### src/rtl/pipeline_stall_ctrl.sv
// Pipeline stall/flush controller: turns hazard-unit requests and data-memory
// busy into per-stage write/flush/bubble enables. It also keeps saturating
// per-class cycle counters and a sticky watchdog for long non-advancing runs.
module pipeline_stall_ctrl #(
   parameter int unsigned CNT_W      = 16,
   parameter int unsigned WDOG_LIMIT = 64
) (
   input  logic             clk,
   input  logic             rst,
   input  logic             ld_has_hazard,
   input  logic             branch_hold,
   input  logic             redirect,
   input  logic             dmem_busy,
   output logic             pc_write,
   output logic             ifid_write,
   output logic             ifid_flush,
   output logic             idex_bubble,
   output logic             idex_write,
   output logic             exmem_write,
   output logic             memwb_write,
   output logic [1:0]       ctrl_state,
   output logic [CNT_W-1:0] stall_cnt,
   output logic [CNT_W-1:0] freeze_cnt,
   output logic [CNT_W-1:0] flush_cnt,
   output logic             wdog_err
);

   typedef enum logic [1:0] {
      C_RUN    = 2'b00,
      C_HOLD   = 2'b01,
      C_FREEZE = 2'b10,
      C_FLUSH  = 2'b11
   } cls_t;

   localparam int unsigned RW = $clog2(WDOG_LIMIT + 1);

   cls_t          cls;
   logic          redirect_pend;
   logic [RW-1:0] run_cnt;

   // Current-cycle class (priority: freeze, hold, flush, run) and stage controls
   always_comb begin
      cls         = C_RUN;
      pc_write    = 1'b1;
      ifid_write  = 1'b1;
      ifid_flush  = 1'b0;
      idex_bubble = 1'b0;
      idex_write  = 1'b1;
      exmem_write = 1'b1;
      memwb_write = 1'b1;
      if (dmem_busy) begin
         cls         = C_FREEZE;
         pc_write    = 1'b0;
         ifid_write  = 1'b0;
         idex_write  = 1'b0;
         exmem_write = 1'b0;
         memwb_write = 1'b0;
      end else if (ld_has_hazard || branch_hold) begin
         cls         = C_HOLD;
         pc_write    = 1'b0;
         ifid_write  = 1'b0;
         idex_bubble = 1'b1;
      end else if (redirect || redirect_pend) begin
         cls        = C_FLUSH;
         ifid_flush = 1'b1;
      end
   end

   // Pending redirect captured during a freeze, consumed by the next flush
   always_ff @(posedge clk or posedge rst) begin
      if (rst) begin
         redirect_pend <= 1'b0;
      end else if (cls == C_FLUSH) begin
         redirect_pend <= 1'b0;
      end else if (cls == C_FREEZE && redirect) begin
         redirect_pend <= 1'b1;
      end
   end

   // Registered class of the previous cycle
   always_ff @(posedge clk or posedge rst) begin
      if (rst) begin
         ctrl_state <= 2'b00;
      end else begin
         ctrl_state <= cls;
      end
   end

   // Saturating per-class cycle counters
   always_ff @(posedge clk or posedge rst) begin
      if (rst) begin
         stall_cnt  <= '0;
         freeze_cnt <= '0;
         flush_cnt  <= '0;
      end else begin
         if (cls == C_HOLD && stall_cnt != '1) begin
            stall_cnt <= stall_cnt + CNT_W'(1);
         end
         if (cls == C_FREEZE && freeze_cnt != '1) begin
            freeze_cnt <= freeze_cnt + CNT_W'(1);
         end
         if (cls == C_FLUSH && flush_cnt != '1) begin
            flush_cnt <= flush_cnt + CNT_W'(1);
         end
      end
   end

   // Watchdog: count consecutive non-advancing cycles, flag on reaching the limit
   always_ff @(posedge clk or posedge rst) begin
      if (rst) begin
         run_cnt  <= '0;
         wdog_err <= 1'b0;
      end else if (pc_write) begin
         run_cnt <= '0;
      end else if (run_cnt != RW'(WDOG_LIMIT)) begin
         run_cnt <= run_cnt + RW'(1);
         if (run_cnt == RW'(WDOG_LIMIT - 1)) begin
            wdog_err <= 1'b1;
         end
      end
   end

endmodule
### config.mk
export PLATFORM = sky130hd
export DESIGN_NAME = pipeline_stall_ctrl
export DESIGN_NICKNAME = d
export VERILOG_FILES = /design/src/rtl/pipeline_stall_ctrl.sv
export SDC_FILE = /design/constraint.sdc
export NUM_CORES = 1
export LEC_CHECK = 0
export ABC_AREA = 1
export CAP_MARGIN = 0
export CORE_ASPECT_RATIO = 1.75
export CORE_UTILIZATION = 45
export DETAILED_ROUTE_END_ITERATION = 7
export HOLD_SLACK_MARGIN = 0.05
export PLACE_DENSITY = 0.83
export SYNTH_ARGS = -nofsm -noshare
export SYNTH_HDL_FRONTEND = slang
export SYNTH_SLANG_ARGS = --single-unit
### constraint.sdc
create_clock -name clk -period 1.7 [get_ports clk]
set_input_delay 0.17 -clock clk [delete_from_list [all_inputs] [get_ports clk]]
set_output_delay 0.17 -clock clk [all_outputs]
set_load 0.01 [all_outputs]
==> results.yml <==
status:
  outcome: "completed"
worst_setup_path:
  timing.critical_path.depth: 1
  cp_launch_type: "flop"
  critical_path_arrival_ns: 1.43
  critical_path_cell_by_cell: "clkdlybuf4s50_1"
  cp_max_fo: 7
  timing.critical_path.buf_inv: 1
  timing.reg2reg.worst_path_depth: 9
  critical-path-max-stage-delay_ns: 0.61
  critical_path.slowest_cell: "sky130_fd_sc_hd__clkdlybuf4s50_1"
  worstSetupPathType: "flop to output port"
  timing.critical_path.required_ns: 1.53
  critical_path.endpoint_type: "output port"
  path_delay_family: "buffers and inverters"
run:
  drv.max_cap_violation_count: 0
clocking:
  cts_root_buffer: "sky130_fd_sc_hd__clkbuf_16"
  clk_pin_slew_ns: 0.06
  hold_buffers: 0
  tritoncts.num_buffers: 9
  numClockSinks: 59
  clock_tree_from_tritoncts: "yes"
  skew_pair_late_insertion_delay_ns: 0.33
  htree_num_levels: 3
  clock_tree.buffer_depth: 2
cells_and_area:
  nFillCells: 661
  final_net_count: 588
  layout_common_cells: "sky130_fd_sc_hd__nand2_1, sky130_fd_sc_hd__dfrtp_1, sky130_fd_sc_hd__clkdlybuf4s50_1"
  finalNonFillerCells: 670
  post_route_cells_drive_above_1_share_pct: 11.68
  syn2layout_area_growth_pct: 31.92
  design_area_mm2: 0.004684
  finalCoreUtilization_pct: 61.48
  insertedDiodeCount: 0
  final_common_cell: "sky130_fd_sc_hd__nand2_1"
timing:
  worst_case_clock_skew_ns: 0.008715
  post-route-min-period_ns: 1.605
  grt_setup_unrepaired: "no"
  worst_slew_margin_rel_pct: 75.20
  final.period_utilization_pct: 94.39
  finalSetupTns_ns: 0
  hold_slack_ns: 0.1211
  timing.final.setup_violations: 0
  timing_max_transition_violations_final: 0
  fmax_mhz: 623.2
  tightestPinTransition_ns: 0.3707
  final_hold_viol_count: 0
die:
  die_area_mm2: 0.008264
  chipWidth_um: 69.15
  initial_utilization_pct: 46.60
  core_region_area_mm2: 0.007620
  chipHeight_um: 119.5
  io_pins: 64
  placement_rows: 42
placement:
  gp_routability_congestion: 0.8643
  placed_area_mm2: 0.004354
  numPortBuffers: 63
  placed_cells: 654
  hpwl_um: 6340
drt:
  drt_pass1_iterations: 4
  routed_wire_length_per_instance_um: 12.67
  remaining_drc_errors: 0
  detail_route.iter0.violations: 180
  drt_wl_total_um: 8486
  drt-vias-per-instance: 5.072
  route.antenna.remaining_nets: 0
  via_count: 3398
grt:
  via_count_of_the_first_global_routing_pass: 3462
  antenna_found_initial: 0
  globalRouteOverflowTotal: 0
  global_route_wire_length_before_repair_um: 14980
  maximum_number_of_pins_on_one_net_before_global_route_repair: 29
  track_usage_pct: 22.39
logic_synthesis:
  synth.distinct_cells: 27
  ys_seq_elements: 59
  postSynth.asyncResetShare_pct: 100.0
  yosysWarningCount: 0
  synthFlopType: "sky130_fd_sc_hd__dfrtp_1"
  post_synth.cell_area_avg_um2: 7.174
  synth_sequential_area_ratio_pct: 41.58
  number_of_enable_type_register_cells_in_the_synthesized_netlist: 0
  postSynthCellCount: 495
  syn_nets: 506
  netlist_area_mm2: 0.003551
pwr:
  power.density_cell_area_mw_per_mm2: 1024
  power.static_leakage_nw: 2.297
  vdd.ir_drop.worst_mv: 0.7508
hold_path:
  worstHoldPathType: "input pin to asynchronous set/reset pin"
final timing paths:
path	slack [ns]	start	to
setup / recovery	0.1	freeze_cnt[2]	freeze_cnt[2]
hold / removal	0.12	rst	freeze_cnt[9]
setup reg to reg	0.14	stall_cnt[0]	stall_cnt[3]
hold reg to reg	0.46	wdog_err	wdog_err
max in group asynchronous	1.13	rst	flush_cnt[13]
min in group clk	0.46	wdog_err	wdog_err
routing by layer:
layer | global-route usage [%] | wire [µm]
met1 | 23.74 | 3222
met2 | 41.08 | 4628
met3 | 4.450 | 352
met4 | 11.61 | 282
met5 | 0 | 0
cells by family (layout without fill, tap and decap cells):
| kind of cell | count (synthesis) | in the layout | share of synthesized area [%] |
|---|---|---|---|
| xor gates and xnor gates | 16 | 16 | 3.947 |
| buffers and inverters | 65 | 152 | 8.386 |
| and+or+nand+nor | 331 | 331 | 41.09 |
| AOI/OAI and AO/OA | 19 | 19 | 3.242 |
| DFF | 59 | 59 | 41.58 |
| adders and majority gates | 5 | 5 | 1.762 |
Yosys cell counts (3+ instances only):
library cell,instances,area [µm²]
sky130_fd_sc_hd__a21oi_1,5,25.02
sky130_fd_sc_hd__buf_4,3,22.52
sky130_fd_sc_hd__buf_6,4,45.04
sky130_fd_sc_hd__dfrtp_1,59,1476
sky130_fd_sc_hd__ha_1,5,62.56
sky130_fd_sc_hd__inv_1,51,191.4
sky130_fd_sc_hd__inv_2,5,18.77
sky130_fd_sc_hd__nand2_1,203,762.0
sky130_fd_sc_hd__nand2_4,3,33.78
sky130_fd_sc_hd__nand3_1,25,125.1
sky130_fd_sc_hd__nand3_2,4,40.04
sky130_fd_sc_hd__nand3b_1,15,112.6
sky130_fd_sc_hd__nand4_1,11,68.82
sky130_fd_sc_hd__nor2_1,57,214.0
sky130_fd_sc_hd__nor2_2,8,50.05
sky130_fd_sc_hd__nor2_4,3,33.78
sky130_fd_sc_hd__o21ai_0,4,20.02
sky130_fd_sc_hd__o21ai_1,4,20.02
sky130_fd_sc_hd__o21ai_2,4,35.03
sky130_fd_sc_hd__xnor2_1,7,61.31
sky130_fd_sc_hd__xor2_1,9,78.83
flip-flops by register name, indices dropped and copies added, names as in the netlist:
name,cells
run_cnt,7
stall_cnt,16
redirect_pend,1
wdog_err,1
freeze_cnt,16
ctrl_state,2
flush_cnt,16
cell type report:
type	count	area, µm²	share of cell area [%]
multi-input cells	371	1805	38.54
flip-flops and latches	59	1478	31.54
well taps	88	110.1	2.350
clock buffers	11	242.7	5.182
repair buffers	79	780.7	16.67
clock inverters	5	52.55	1.122
inverters	57	215.2	4.594
power by group:
group	switching (W)	total, W	internal (W)	leakage, nW
clock network	0.000614	0.00178	0.00116	0.145
logic	0.000535	0.00111	0.000573	1.37
registers	0.000287	0.00191	0.00162	0.779
timing repair:
action	CTS	global route
pin swaps	1	1
setup endpoints to repair	7	25
buffers inserted	0	0
resized for setup	2	11
per-stage QoR:
step	worst slack, ns	power (W)
after global routing	0.005183	0.005079
after global placement	-0.03951	0.002977
final	0.09537	0.004795
after detailed placement	-0.09129	0.003025
after floorplan	0.07366	0.002483
after CTS	0.001384	0.004836
Note: power is estimated with default switching activity, not from simulation.
